`config.mk`:
```
export PLATFORM = sky130hd
export DESIGN_NAME = msg_feeder
export DESIGN_NICKNAME = d
export VERILOG_FILES = /design/src/rtl/msg_feeder_pkg.sv /design/src/rtl/msg_rom.sv /design/src/rtl/msg_feeder.sv
export SDC_FILE = /design/constraint.sdc
export NUM_CORES = 1
export LEC_CHECK = 0
export ABC_AREA = 1
export ABC_CLOCK_PERIOD_IN_PS = 3700
export CAP_MARGIN = 5
export CORE_UTILIZATION = 55
export DETAILED_ROUTE_END_ITERATION = 8
export PLACE_DENSITY = 0.79
export SLEW_MARGIN = 0
export SYNTH_ARGS = -nofsm -noshare
export SYNTH_HDL_FRONTEND = slang
export SYNTH_SLANG_ARGS = --single-unit
```
`constraint.sdc`:
```
create_clock -name clk -period 3.7 [get_ports clk]
set_input_delay 0.74 -clock clk [delete_from_list [all_inputs] [get_ports clk]]
set_output_delay 0.74 -clock clk [all_outputs]
set_load 0.01 [all_outputs]
```
`src/rtl/msg_feeder_pkg.sv`:
```
// Shared constants, state encoding and small helpers for the scrolling-glyph feeder.
package msg_feeder_pkg;

    localparam int         WORD_COUNT = 20;
    localparam int         MSG_LEN    = 20;
    localparam logic [6:0] SHOW_WORD  = 7'h7F;
    localparam logic [6:0] BLANK_WORD = 7'h40;

    typedef enum logic [1:0] {
        IDLE = 2'd0,
        LOAD = 2'd1,
        SHOW = 2'd2
    } state_t;

    // Glyph word for a printable ASCII character 0x20..0x5F.
    function automatic logic [6:0] glyph(input logic [7:0] ascii);
        logic [7:0] offset;
        offset = ascii - 8'h20;
        return {1'b1, offset[5:0]};
    endfunction

    // Terminal count of the half-period divider: H-1 for H = 1, 2, 4, 8.
    function automatic logic [2:0] half_last(input logic [1:0] div_sel);
        logic [2:0] last;
        case (div_sel)
            2'd0:    last = 3'd0;
            2'd1:    last = 3'd1;
            2'd2:    last = 3'd3;
            default: last = 3'd7;
        endcase
        return last;
    endfunction

endpackage

```
`src/rtl/msg_rom.sv`:
```
// Combinational message table: four space-padded texts converted to glyph words.
module msg_rom
    import msg_feeder_pkg::*;
#(
    parameter bit         FORCE_EN  = 1'b0,
    parameter logic [1:0] FORCE_SEL = 2'd0,
    parameter logic [4:0] FORCE_IDX = 5'd0
) (
    input  logic [1:0] msg_sel,
    input  logic [4:0] index,
    output logic [6:0] word
);

    localparam logic [8*MSG_LEN-1:0] MSG0 = "HELLO WORLD         ";
    localparam logic [8*MSG_LEN-1:0] MSG1 = "TINY TAPEOUT 2      ";
    localparam logic [8*MSG_LEN-1:0] MSG2 = "0123456789          ";
    localparam logic [8*MSG_LEN-1:0] MSG3 = "ABCDEFGHIJKLMNOPQRST";

    logic [8*MSG_LEN-1:0] text;
    logic [7:0]           ascii;
    logic [7:0]           bit_pos;

    // Pick the text, extract the character (first character sits in the top byte), encode it.
    always_comb begin
        // NOTE: every combinational output gets a default first so no path can infer a latch.
        text    = MSG3;
        ascii   = 8'h20;
        bit_pos = 8'd0;
        case (msg_sel)
            2'd0:    text = MSG0;
            2'd1:    text = MSG1;
            2'd2:    text = MSG2;
            default: text = MSG3;
        endcase
        if (int'(index) < MSG_LEN) begin
            bit_pos = 8'(8 * (MSG_LEN - 1 - int'(index)));
            ascii   = text[bit_pos +: 8];
        end
        word = glyph(ascii);
        // Optional override of one entry to the play command, used to exercise the guard.
        if (FORCE_EN && (msg_sel == FORCE_SEL) && (index == FORCE_IDX)) begin
            word = SHOW_WORD;
        end
    end

endmodule

```
`src/rtl/msg_feeder.sv`:
```
// Feeds a selected message word-by-word into a scrolling-glyph display, then plays it.
module msg_feeder
    import msg_feeder_pkg::*;
#(
    parameter int         WORD_COUNT = msg_feeder_pkg::WORD_COUNT,
    parameter bit         FORCE_EN   = 1'b0,
    parameter logic [1:0] FORCE_SEL  = 2'd0,
    parameter logic [4:0] FORCE_IDX  = 5'd0
) (
    input  logic       clk,
    input  logic       rst,
    input  logic [7:0] io_in,
    output logic [7:0] io_out
);

    localparam logic [4:0] LAST_IDX = 5'(WORD_COUNT - 1);

    logic [1:0] msg_sel_in;
    logic [1:0] div_sel_in;
    logic       start_in;
    logic       unused_io;

    assign msg_sel_in = io_in[3:2];
    assign start_in   = io_in[5];
    assign div_sel_in = io_in[7:6];
    // Clock and reset arrive on their own ports; bit 4 carries nothing.
    assign unused_io  = ^{io_in[4], io_in[1:0]};

    state_t     state_q, state_d;
    logic       start_q;
    logic [1:0] sel_q, sel_d;
    logic [1:0] div_q, div_d;
    logic [4:0] idx_q, idx_d;
    logic [2:0] cnt_q, cnt_d;
    logic [7:0] out_q, out_d;

    logic       start_accept;
    logic       phase_done;
    logic [1:0] rom_sel;
    logic [4:0] rom_idx;
    logic [6:0] rom_word;
    logic [6:0] load_word;

    // A rise restarts the load from IDLE or SHOW; a rise during LOAD is dropped.
    assign start_accept = start_in && !start_q && (state_q != LOAD);
    assign phase_done   = (cnt_q == half_last(div_q));

    // The ROM is addressed with the word about to be presented: word 0 on a restart,
    // otherwise the one after the current index.
    assign rom_sel   = start_accept ? msg_sel_in : sel_q;
    assign rom_idx   = start_accept ? 5'd0 : idx_q + 5'd1;
    assign load_word = (rom_word == SHOW_WORD) ? BLANK_WORD : rom_word;

    msg_rom #(
        .FORCE_EN  (FORCE_EN),
        .FORCE_SEL (FORCE_SEL),
        .FORCE_IDX (FORCE_IDX)
    ) u_rom (
        .msg_sel (rom_sel),
        .index   (rom_idx),
        .word    (rom_word)
    );

    // Next-state and next-output logic; disp_din only changes together with disp_clk falling.
    always_comb begin
        state_d = state_q;
        sel_d   = sel_q;
        div_d   = div_q;
        idx_d   = idx_q;
        cnt_d   = cnt_q;
        out_d   = out_q;
        if (start_accept) begin
            state_d = LOAD;
            sel_d   = msg_sel_in;
            div_d   = div_sel_in;
            idx_d   = 5'd0;
            cnt_d   = 3'd0;
            out_d   = {load_word, 1'b0};
        end else begin
            case (state_q)
                IDLE: begin
                    out_d = 8'h00;
                end
                LOAD: begin
                    if (!phase_done) begin
                        cnt_d = cnt_q + 3'd1;
                    end else begin
                        cnt_d = 3'd0;
                        if (!out_q[0]) begin
                            out_d[0] = 1'b1;
                        end else if (idx_q == LAST_IDX) begin
                            state_d = SHOW;
                            out_d   = {SHOW_WORD, 1'b0};
                        end else begin
                            idx_d = idx_q + 5'd1;
                            out_d = {load_word, 1'b0};
                        end
                    end
                end
                SHOW: begin
                    if (!phase_done) begin
                        cnt_d = cnt_q + 3'd1;
                    end else begin
                        cnt_d    = 3'd0;
                        out_d[0] = ~out_q[0];
                    end
                end
                default: begin
                    state_d = IDLE;
                    out_d   = 8'h00;
                end
            endcase
        end
    end

    // State register with synchronous reset that wins over any simultaneous start rise.
    always_ff @(posedge clk) begin
        // NOTE: clocked state uses non-blocking assignments so every register samples pre-edge values.
        if (rst) begin
            state_q <= IDLE;
            start_q <= 1'b0;
            sel_q   <= 2'd0;
            div_q   <= 2'd0;
            idx_q   <= 5'd0;
            cnt_q   <= 3'd0;
            out_q   <= 8'h00;
        end else begin
            state_q <= state_d;
            start_q <= start_in;
            sel_q   <= sel_d;
            div_q   <= div_d;
            idx_q   <= idx_d;
            cnt_q   <= cnt_d;
            out_q   <= out_d;
        end
    end

    assign io_out = out_q;

endmodule

```
=== After elaboration in Yosys (flattened, before gate mapping) ===
Cells that the tools add are included.

* Flip-flop bits (word level): 23
* Input port bits: 10
* Word-level logic and storage cells: 71

* Add/subtract/negate cells: 4
* $lt $le $gt $ge: 1
* Equal/unequal tests: 19
* Shift operators: 1
* Mux-type cells: 20
* Bitwise logic cells: 3
* Reduce and logical (&&, ||, !) cells: 14

{| class="wikitable"
|+ Operators by type and width
! cell !! number
|-
| 159-bit one-hot mux with 3 select lines || 1
|-
| 160-bit by 9-bit variable part select with 6-bit output || 1
|-
| 8-bit 2-to-1 mux || 2
|-
| 7-bit 2-to-1 mux || 2
|-
| 7-bit one-hot mux with 2 select lines || 1
|-
| 6-bit 2-to-1 mux || 2
|-
| 4-bit AND reduction || 3
|-
| 2-bit != test (second input constant) || 5
|-
| 3-bit != test (second input constant) || 3
|-
| 3-bit one-hot mux with 3 select lines || 1
|-
| 2-bit 2-to-1 mux || 4
|-
| 2-bit by 1-bit == test with 1-bit output (second input constant) || 3
|-
| 2-bit == test (second input constant) || 3
|-
| 6-bit == test (second input constant) || 1
|-
| 2-bit zero test || 3
|-
| 2-bit OR reduction || 3
|-
| 6-bit subtractor (second input constant) || 1
|-
| 5-bit by 1-bit adder with 5-bit output (second input constant) || 1
|-
| 5-bit == test (second input constant) || 1
|-
| 5-bit < comparator (second input constant) || 1
|-
| 5-bit 2-to-1 mux || 1
|-
| 5-bit subtractor (first input constant) || 1
|-
| 2-bit by 1-bit != test with 1-bit output (second input constant) || 2
|-
| 2-bit one-hot mux with 2 select lines || 1
|-
| other kinds (10) || 15
|}

=== Depth between registers and ports, before layout ===
Gate-level depths: netlist of the first run.

* Word-level depth: 16
* Depth in mapped cells: 24
* Depth with buffers taken out: 23

=== Hierarchy ===
Synthesis of the first run repeated with hierarchy kept, for this count alone.

* Cells, all modules: 346
* Area total of the unflattened synthesis: 2115.8 µm²

{| class="wikitable"
|+ Modules (own cells, without submodules)
! module !! times used !! cells an instance !! area an instance (µm²) !! seq. area each (µm²)
|-
| msg_feeder || 1 || 197 || 1311.3 || 460.4
|-
| msg_rom || 1 || 149 || 804.5 || 0.0
|}

=== Worst setup path before layout of the first run ===
OpenSTA, ideal clock, no wires.

* Path type: input port to flip-flop
* From: input io_in[5]
* To: register out_q[2], in the netlist io_out[2]
* Arrival time: 2.610 ns
* Required time: 3.568 ns
* Slack: 0.958 ns
* Stages: 17
* Path buffers: 1
* Cells stage by stage: nand3_4 buf_6 nand2_1 nand2_2 inv_1 ha_1 ha_1 o21ai_1 nand2_1 a21oi_1 nand2_1 nor2_1 nand3_2 nand2_1 nand2_1 nand2_1 a21oi_1

* Cells in the longest elaborated chain, start to end: 15

{| class="wikitable"
|+ RTL lines
! item !! line !! text
|-
| start, declared || msg_feeder.sv:12 || <nowiki>input logic [7:0] io_in,</nowiki>
|-
| 1-bit logical AND * (2 in a row) || msg_feeder.sv:45 || <nowiki>assign start_accept = start_in && !start_q && (state_q != LOAD);</nowiki>
|-
| 2-bit 2-to-1 mux * || - ||
|-
| net rom_sel[1] || msg_feeder.sv:39 || <nowiki>logic [1:0] rom_sel;</nowiki>
|-
| 2-bit == test (tied with other cells) || msg_rom.sv:29 || <nowiki>case (msg_sel)</nowiki>
|-
| 159-bit one-hot mux with 3 select lines * || msg_rom.sv:29 ||
|-
| 160-bit by 9-bit variable part select with 6-bit output * || msg_rom.sv:37 || <nowiki>ascii = text[bit_pos +: 8];</nowiki>
|-
| 6-bit 2-to-1 mux * || msg_rom.sv:35 || <nowiki>if (int'(index) < MSG_LEN) begin</nowiki>
|-
| 6-bit subtractor * || msg_feeder_pkg.sv:18 || <nowiki>offset = ascii - 8'h20;</nowiki>
|-
| 6-bit == test || msg_feeder.sv:52 || <nowiki>assign load_word = (rom_word == SHOW_WORD) ? BLANK_WORD : rom_word;</nowiki>
|-
| 6-bit 2-to-1 mux * || msg_feeder.sv:52 ||
|-
| 7-bit 2-to-1 mux || msg_feeder.sv:91 || <nowiki>end else if (idx_q == LAST_IDX) begin</nowiki>
|-
| 7-bit 2-to-1 mux || msg_feeder.sv:89 || <nowiki>if (!out_q[0]) begin</nowiki>
|-
| 8-bit 2-to-1 mux || msg_feeder.sv:85 || <nowiki>if (!phase_done) begin</nowiki>
|-
| 7-bit one-hot mux with 2 select lines || msg_feeder.sv:80 || <nowiki>case (state_q)</nowiki>
|-
| 8-bit 2-to-1 mux * || msg_feeder.sv:72 || <nowiki>if (start_accept) begin</nowiki>
|-
| end signal, assigned || msg_feeder.sv:134 || <nowiki>out_q <= out_d;</nowiki>
|-
| end, declared || msg_feeder.sv:35 || <nowiki>logic [7:0] out_q, out_d;</nowiki>
|}

Mark *: on every way through the listed nets, which the timed path passes. The rest lies on a longest branch. The select of a mux whose other input is x is not followed.
A chain may end at the register's enable or synchronous reset.

=== Worst setup path after layout of the first run ===
* From: input io_in[5]
* To: register out_q[5], in the netlist io_out[5]

The elaborated chain is that of the path after synthesis.

==> results of run 1 <==
-- worst reg2reg max path: stages, from the launching register on --
cell     delay [ns]
dfxtp_1        0.34
inv_1          0.08
ha_1           0.22
inv_2          0.11
nand3_4        0.19
nand2_1        0.16
nand2_2        0.07
inv_1          0.08
ha_1           0.26
ha_1           0.24
inv_1          0.07
nand3_1        0.07
nand3_1        0.08
nand2_1        0.07
nand2_1        0.05
nand2_1        0.07
nand2_1        0.08
nor2_1         0.13
nand3_2        0.14
nand2_1        0.09
nand2_1        0.05
nand2_1        0.06
a21oi_1        0.08
-- through the flow --
step / cell area [um^2] / total power, uW
floorplan: 2030 / 505
global placement: 2240 / 574
detailed placement: 2240 / 579
CTS: 2290 / 739
global route: 2290 / 801
finish: 2290 / 737
-- registers in the layout (all words and copies together), names as in the netlist --
register	cells
sel_q	2
state_q	2
cnt_q	3
idx_q	5
div_q	2
start_q	1
io_out	8
-- cells by family (layout without fill, tap and decap cells) --
logic type,after synthesis,count (layout)
simple gates,191,191
compound gates,47,47
xor+xnor,6,6
fa+ha+maj,14,14
flops,23,23
buf+inv,57,78
-- power by group through the flow --
stage / Sequential (uW) / Combinational [uW] / Clock (uW)
final: 277 / 300 / 159
after global routing: 280 / 350 / 171
after CTS: 277 / 299 / 163
after detailed placement: 283 / 296 / 0
after global placement: 282 / 292 / 0
after floorplan: 284 / 221 / 0
-- cell usage after synthesis --
cell type and number:
nand2_1 111, inv_1 47, nand3_1 36, a21oi_1 29, nor2_1 27, dfxtp_1 23
ha_1 14, o21ai_0 8, buf_6 4, o21ai_1 4, xor2_1 4, inv_2 3
nand2_2 3, nand4_1 3, nor3_1 3, a211oi_1 2, nand3_2 2, or2_2 2
a21oi_2 1, a221oi_1 1, buf_4 1, clkbuf_1 1, clkinv_1 1, nand2_8 1
nand3_4 1, nor2_2 1, o211ai_1 1, o211ai_2 1, or2_1 1, xnor2_1 1
xnor2_2 1
-- layer usage --
layer / track usage / share of wire
met5: 0 / 0
met4: 0.0988 / 0.027
met3: 0.0365 / 0.062
met2: 0.444 / 0.47
met1: 0.353 / 0.44
-- cells in the final DEF (no fill, tap or decap), types with 2 or more instances in the layout --
| cell | n |
|---|---|
| nand2_1 | 111 |
| o21ai_1 | 4 |
| nand2_2 | 3 |
| nand4_1 | 3 |
| buf_4 | 9 |
| nand3_1 | 36 |
| ha_1 | 14 |
| dfxtp_1 | 23 |
| o21ai_0 | 8 |
| xor2_1 | 4 |
| or2_2 | 2 |
| clkbuf_8 | 3 |
| nor3_1 | 3 |
| a211oi_1 | 2 |
| inv_2 | 3 |
| inv_1 | 47 |
| nand3_2 | 2 |
| clkdlybuf4s50_1 | 14 |
| a21oi_1 | 29 |
| nor2_1 | 27 |
-- worst max path at each step --
stage | start | cells past startpoint | slack (ns) | endpoint
2_1_floorplan | io_in[5] | 17 | 0.96 | io_out[2]$_SDFFE_PP0P_
4_1_cts | io_in[5] | 20 | 0.48 | io_out[5]$_SDFFE_PP0P_
3_5_place_dp | io_in[5] | 20 | 0.23 | io_out[5]$_SDFFE_PP0P_
6_report | io_in[5] | 20 | 0.46 | io_out[5]$_SDFFE_PP0P_
5_1_grt | io_in[5] | 20 | 0.21 | io_out[5]$_SDFFE_PP0P_
3_3_place_gp | io_in[5] | 20 | 0.29 | io_out[5]$_SDFFE_PP0P_
-- layout make-up --
| cell class | count | area (um^2) | area share |
|---|---|---|---|
| Tap cell | 46 | 57.6 | 0.0251 |
| Clock buffer | 3 | 41.3 | 0.0180 |
| Sequential cell | 23 | 460 | 0.201 |
| Inverter | 51 | 191 | 0.0835 |
| Timing Repair Buffer | 23 | 208 | 0.0906 |
| Clock inverter | 1 | 7.51 | 0.00328 |
| Multi-Input combinational cell | 258 | 1330 | 0.579 |
==> impl_metrics.json, run 1 <==
{
  "ys_seq_area_frac": 0.226,
  "status": "finished, final reports clean",
  "switching_power_uw": 278,
  "synthSimpleGateAreaFrac": 0.410,
  "post-cts-setup-buffers": 0,
  "drt_iter0_drc": 247,
  "yosys_warnings": 0,
  "synth.ff_latch_count": 23,
  "clock_path_buffers": 2,
  "drt_wl_total_um": 4760,
  "numCtsBuffers": 3,
  "fillerInstances": 338,
  "hold_class": "reg2reg",
  "grt_max_degree": 20,
  "synth_top_cells_by_area": "dfxtp_1 (23%), nand2_1 (20%), nand3_1 (8.9%)",
  "synth_top_family_by_area": "simple AND/OR/NAND/NOR gates",
  "grt-ovfl-total": 0,
  "timing.hold.ws_ns": 0.470,
  "cts-resized-gates": 0,
  "rows": 21,
  "initial_core_util": 0.591,
  "whs_endpoint": "io_out[1]$_SDFFE_PP0P_",
  "r2r-start": "state_q[1]$_SDFFE_PP0P_",
  "cts-root-buf": "clkbuf_8",
  "grt_use_total": 0.269,
  "die_w_um": 62.8,
  "place_congestion": 0.952,
  "p_per_area_mw_per_mm2": 321,
  "drc": 0,
  "clockPowerShare": 0.216,
  "io_buffers": 14,
  "grt_pass1_vias": 2052,
  "critPathArrivalTime_ns": 3.39,
  "finalHoldViolCount": 0,
  "routed_via_density": 5.29,
  "power_leakage_uw": 0.00114,
  "tns_ns": 0,
  "cts-htree-levels": 1,
  "clkTransAtPathRegs_ns": 0.08,
  "ff2ff_path_depth": 22,
  "fin_util": 0.666,
  "synth_top_area_frac": 0.226,
  "drt_first_pass_iters": 7,
  "final_nets": 384,
  "drive_gt1_frac": 0.0808,
  "internal_power_uw": 459,
  "ir_worst_vdd_uv": 350,
  "place_ws_ns": 0.226,
  "rsz0062_at_grt": "false",
  "grt_first_pass_wirelength_um": 8690,
  "crit_required_ns": 3.85,
  "worstHoldStart": "io_out[1]$_SDFFE_PP0P_",
  "synth_fa_ha_area_frac": 0.0861,
  "instances_no_fill": 405,
  "synth_nets": 362,
  "antenna_found_initial": 0,
  "p_comb_frac": 0.408,
  "setup_slack_ns": 0.460,
  "place_hpwl_um": 3700,
  "diodes": 0,
  "core_mm2": 0.00344,
  "avgSynthCellArea_um2": 6.02,
  "crit_path_end_kind": "flip-flop",
  "synth_compound_area_frac": 0.127,
  "slowest_stage": "clkdlybuf4s50_1",
  "r2r_end": "io_out[5]$_SDFFE_PP0P_",
  "period_minus_slack_ns": 3.24,
  "critPathTopFamily": "simple AND/OR/NAND/NOR gates",
  "ant_nets": 0,
  "wire_per_inst_um": 11.8,
  "synth_cells": 338,
  "synth_xor_area_frac": 0.0295,
  "crit_path_frequent_cell": "nand2_1",
  "clock_skew_ns": 0.00153,
  "path_buf_inv": 3,
  "cts_tree": "done",
  "worstPathCellList": "clkdlybuf4s50_1 > nand3_4 > nand2_1 > nand2_2 > inv_1 > ha_1 > ha_1 > inv_1 > nand3_1 > nand3_1 > nand2_1 > nand2_1 > nand2_1 > nand2_1 > nor2_1 > nand3_2 > nand2_1 > nand2_1 > nand2_1 > a21oi_1",
  "max-cap-violations": 0,
  "clock_sinks": 23,
  "ios": 18,
  "syn_area_mm2": 0.00203,
  "place_inst": 401,
  "seqPwrFrac": 0.376,
  "clock_latency_ns": 0.26,
  "crit_type": "in2reg",
  "tightest_slew_ns": 0.497,
  "switching_share": 0.377,
  "max_freq_ghz": 0.309,
  "critical-path-max-stage-delay_ns": 0.58,
  "cts_hold_buf": 0,
  "die_h_um": 62.8,
  "synth_mux_area_frac": 0,
  "rrSetupSlack_ns": 0.81,
  "vias": 2144,
  "setup_viol": 0,
  "area_growth_pct": 12.7,
  "synth_cell_types": 31,
  "period_share": 0.876,
  "slew_viol_final": 0,
  "yosys.area.top_type": "dfxtp_1",
  "min_path_cells": 2,
  "slew-limit-headroom": 0.666,
  "startpoint_type": "primary input",
  "crit_fanout": 16,
  "die_area_mm2": 0.00395
}
No activity file was read; power rests on OpenSTA's default activity.
==> run 2, diff against run 1 <==
PLACE_DENSITY = unset   (was 0.79)
PLACE_DENSITY_LB_ADDON = 0.2   (was unset)
==> run 2 against run 1 <==
Count of clock-buffer cells in the layout unchanged. Largest cell class unchanged. Critical path type unchanged. Critical path depth is 1 lower. Highest routed layer unchanged. Sequential cell count unchanged. Final area decreased by 0.44%. Register-to-register slack got worse by 0.06 ns. Clock power shrank 4%. Non-clock buffer count down 1. Fmax shrank 1.7%. Sequential power about the same. Setup slack got worse by 0.056 ns. First-iteration DRC count increased by 2.8%. Critical endpoint is now io_out[2]$_SDFFE_PP0P_.
==> impl_metrics.json, run 2 (synthesis gave the netlist of run 1 again) <==
{
  "status": "finished, final reports clean",
  "switching_power_uw": 276,
  "rows": 21,
  "switching_share": 0.376,
  "post-cts-setup-buffers": 0,
  "drt_first_pass_iters": 5,
  "area_growth_pct": 12.2,
  "grt-ovfl-total": 0,
  "routed_via_density": 5.38,
  "place_hpwl_um": 3830,
  "fillerInstances": 337,
  "grt_use_total": 0.278,
  "max_freq_ghz": 0.303,
  "internal_power_uw": 457,
  "clock_sinks": 23,
  "crit_fanout": 12,
  "finalHoldViolCount": 0,
  "crit_start": "io_in[5]",
  "period_minus_slack_ns": 3.30,
  "numCtsBuffers": 3,
  "critical-path-max-stage-delay_ns": 0.50,
  "die_area_mm2": 0.00395,
  "rsz0062_at_grt": "false",
  "clock_latency_ns": 0.26,
  "drc": 0,
  "startpoint_type": "primary input",
  "tightest_slew_ns": 0.518,
  "grt_first_pass_wirelength_um": 8850,
  "tns_ns": 0,
  "place_ws_ns": 0.195,
  "clock_skew_ns": 0.00590,
  "die_w_um": 62.8,
  "worstPathCellList": "clkdlybuf4s50_1 > nand3_4 > buf_4 > nand2_1 > inv_1 > ha_1 > inv_1 > nand3_1 > nand3_1 > nand2_1 > nand2_1 > nand2_1 > nand2_1 > nor2_1 > nand3_2 > nand2_1 > nand2_1 > nand2_1 > a21oi_1",
  "cts_hold_buf": 0,
  "grt_pass1_vias": 2071,
  "ir_worst_vdd_uv": 396,
  "clockPowerShare": 0.208,
  "antenna_found_initial": 0,
  "wire_per_inst_um": 12.1,
  "clock_path_buffers": 2,
  "drt_wl_total_um": 4890,
  "seq_area_um2": 460,
  "hold_class": "reg2reg",
  "critPathArrivalTime_ns": 3.43,
  "io_buffers": 14,
  "diodes": 0,
  "final_cell_mix": "nand2_1 (111), inv_1 (47), nand3_1 (36)",
  "drive_gt1_frac": 0.0782,
  "p_comb_frac": 0.413,
  "cts-htree-levels": 1,
  "drt_iter0_drc": 254,
  "core_mm2": 0.00344,
  "cts-resized-gates": 0,
  "final_common_cell": "nand2_1",
  "setup_viol": 0,
  "multi_input_area_mm2": 0.00133,
  "crit_required_ns": 3.84,
  "crit_path_end_kind": "flip-flop",
  "rrSetupSlack_ns": 0.75,
  "seqPwrFrac": 0.378,
  "vias": 2174,
  "ios": 18,
  "largest_reg_flops": 8,
  "final_nets": 383,
  "initial_core_util": 0.591,
  "crit_path_frequent_cell": "nand2_1",
  "p_per_area_mw_per_mm2": 321,
  "r2r_end": "io_out[2]$_SDFFE_PP0P_",
  "max-cap-violations": 0,
  "slew-limit-headroom": 0.652,
  "cts-root-buf": "clkbuf_8",
  "min_path_cells": 2,
  "fin_util": 0.663,
  "setup_slack_ns": 0.405,
  "clkTransAtPathRegs_ns": 0.08,
  "r2r-start": "state_q[1]$_SDFFE_PP0P_",
  "cts_tree": "done",
  "ant_nets": 0,
  "whs_endpoint": "io_out[5]$_SDFFE_PP0P_",
  "place_congestion": 0.948,
  "ff2ff_path_depth": 22,
  "power_leakage_uw": 0.00114,
  "die_h_um": 62.8,
  "crit_type": "in2reg",
  "worstHoldStart": "io_out[5]$_SDFFE_PP0P_",
  "period_share": 0.891,
  "grt_max_degree": 20,
  "slowest_stage": "clkdlybuf4s50_1",
  "slew_viol_final": 0
}
==> run 2: routing by layer <==
| metal | wire length, um | share of wire | track usage |
|---|---|---|---|
| met1 | 2160 | 0.44 | 0.346 |
| met3 | 280 | 0.057 | 0.0529 |
| met5 | 0 | 0 | 0 |
| met4 | 97 | 0.020 | 0.0814 |
| met2 | 2350 | 0.48 | 0.482 |
==> run 2: power by group through the flow <==
stage | Combinational (uW) | Sequential, uW | Clock, uW
after detailed placement | 298 | 282 | 0
final | 303 | 277 | 153
after CTS | 300 | 277 | 159
after global routing | 348 | 279 | 168
after floorplan | 221 | 284 | 0
after global placement | 293 | 282 | 0
==> run 2: layout make-up <==
class	instances	area share
Timing Repair Buffer	22	0.0877
Multi-Input combinational cell	258	0.581
Clock inverter	1	0.00219
Tap cell	46	0.0252
Inverter	51	0.0839
Clock buffer	3	0.0181
Sequential cell	23	0.202
==> run 2: worst max path at each step <==
stage                              to  slack [ns]  depth (start not counted)
3_3_place_gp   io_out[2]$_SDFFE_PP0P_        0.21                         19
4_1_cts        io_out[1]$_SDFFE_PP0P_        0.46                         19
3_5_place_dp   io_out[2]$_SDFFE_PP0P_        0.20                         20
6_report       io_out[2]$_SDFFE_PP0P_        0.40                         19
5_1_grt        io_out[1]$_SDFFE_PP0P_        0.04                         19
2_1_floorplan  io_out[2]$_SDFFE_PP0P_        0.96                         17
==> run 2: critical path: cells and delay by family <==
family	cells	cell delay [ns]
buffers and inverters	4	1.00
AO/OA/AOI/OAI	1	0.06
adder cells (fa/ha/maj)	1	0.28
AND/OR/NAND/NOR	13	1.33
==> run 2: stage by stage <==
stage / cell area (um^2) / total power [uW] / hold WS, ns / instances
final: 2280 / 733 / 0.468 / 404
after CTS: 2280 / 736 / 0.470 / 404
after global placement: 2240 / 574 / 0.453 / 400
after floorplan: 2030 / 505 / 0.443 / 338
after detailed placement: 2240 / 581 / 0.457 / 400
after global routing: 2280 / 795 / 0.487 / 404
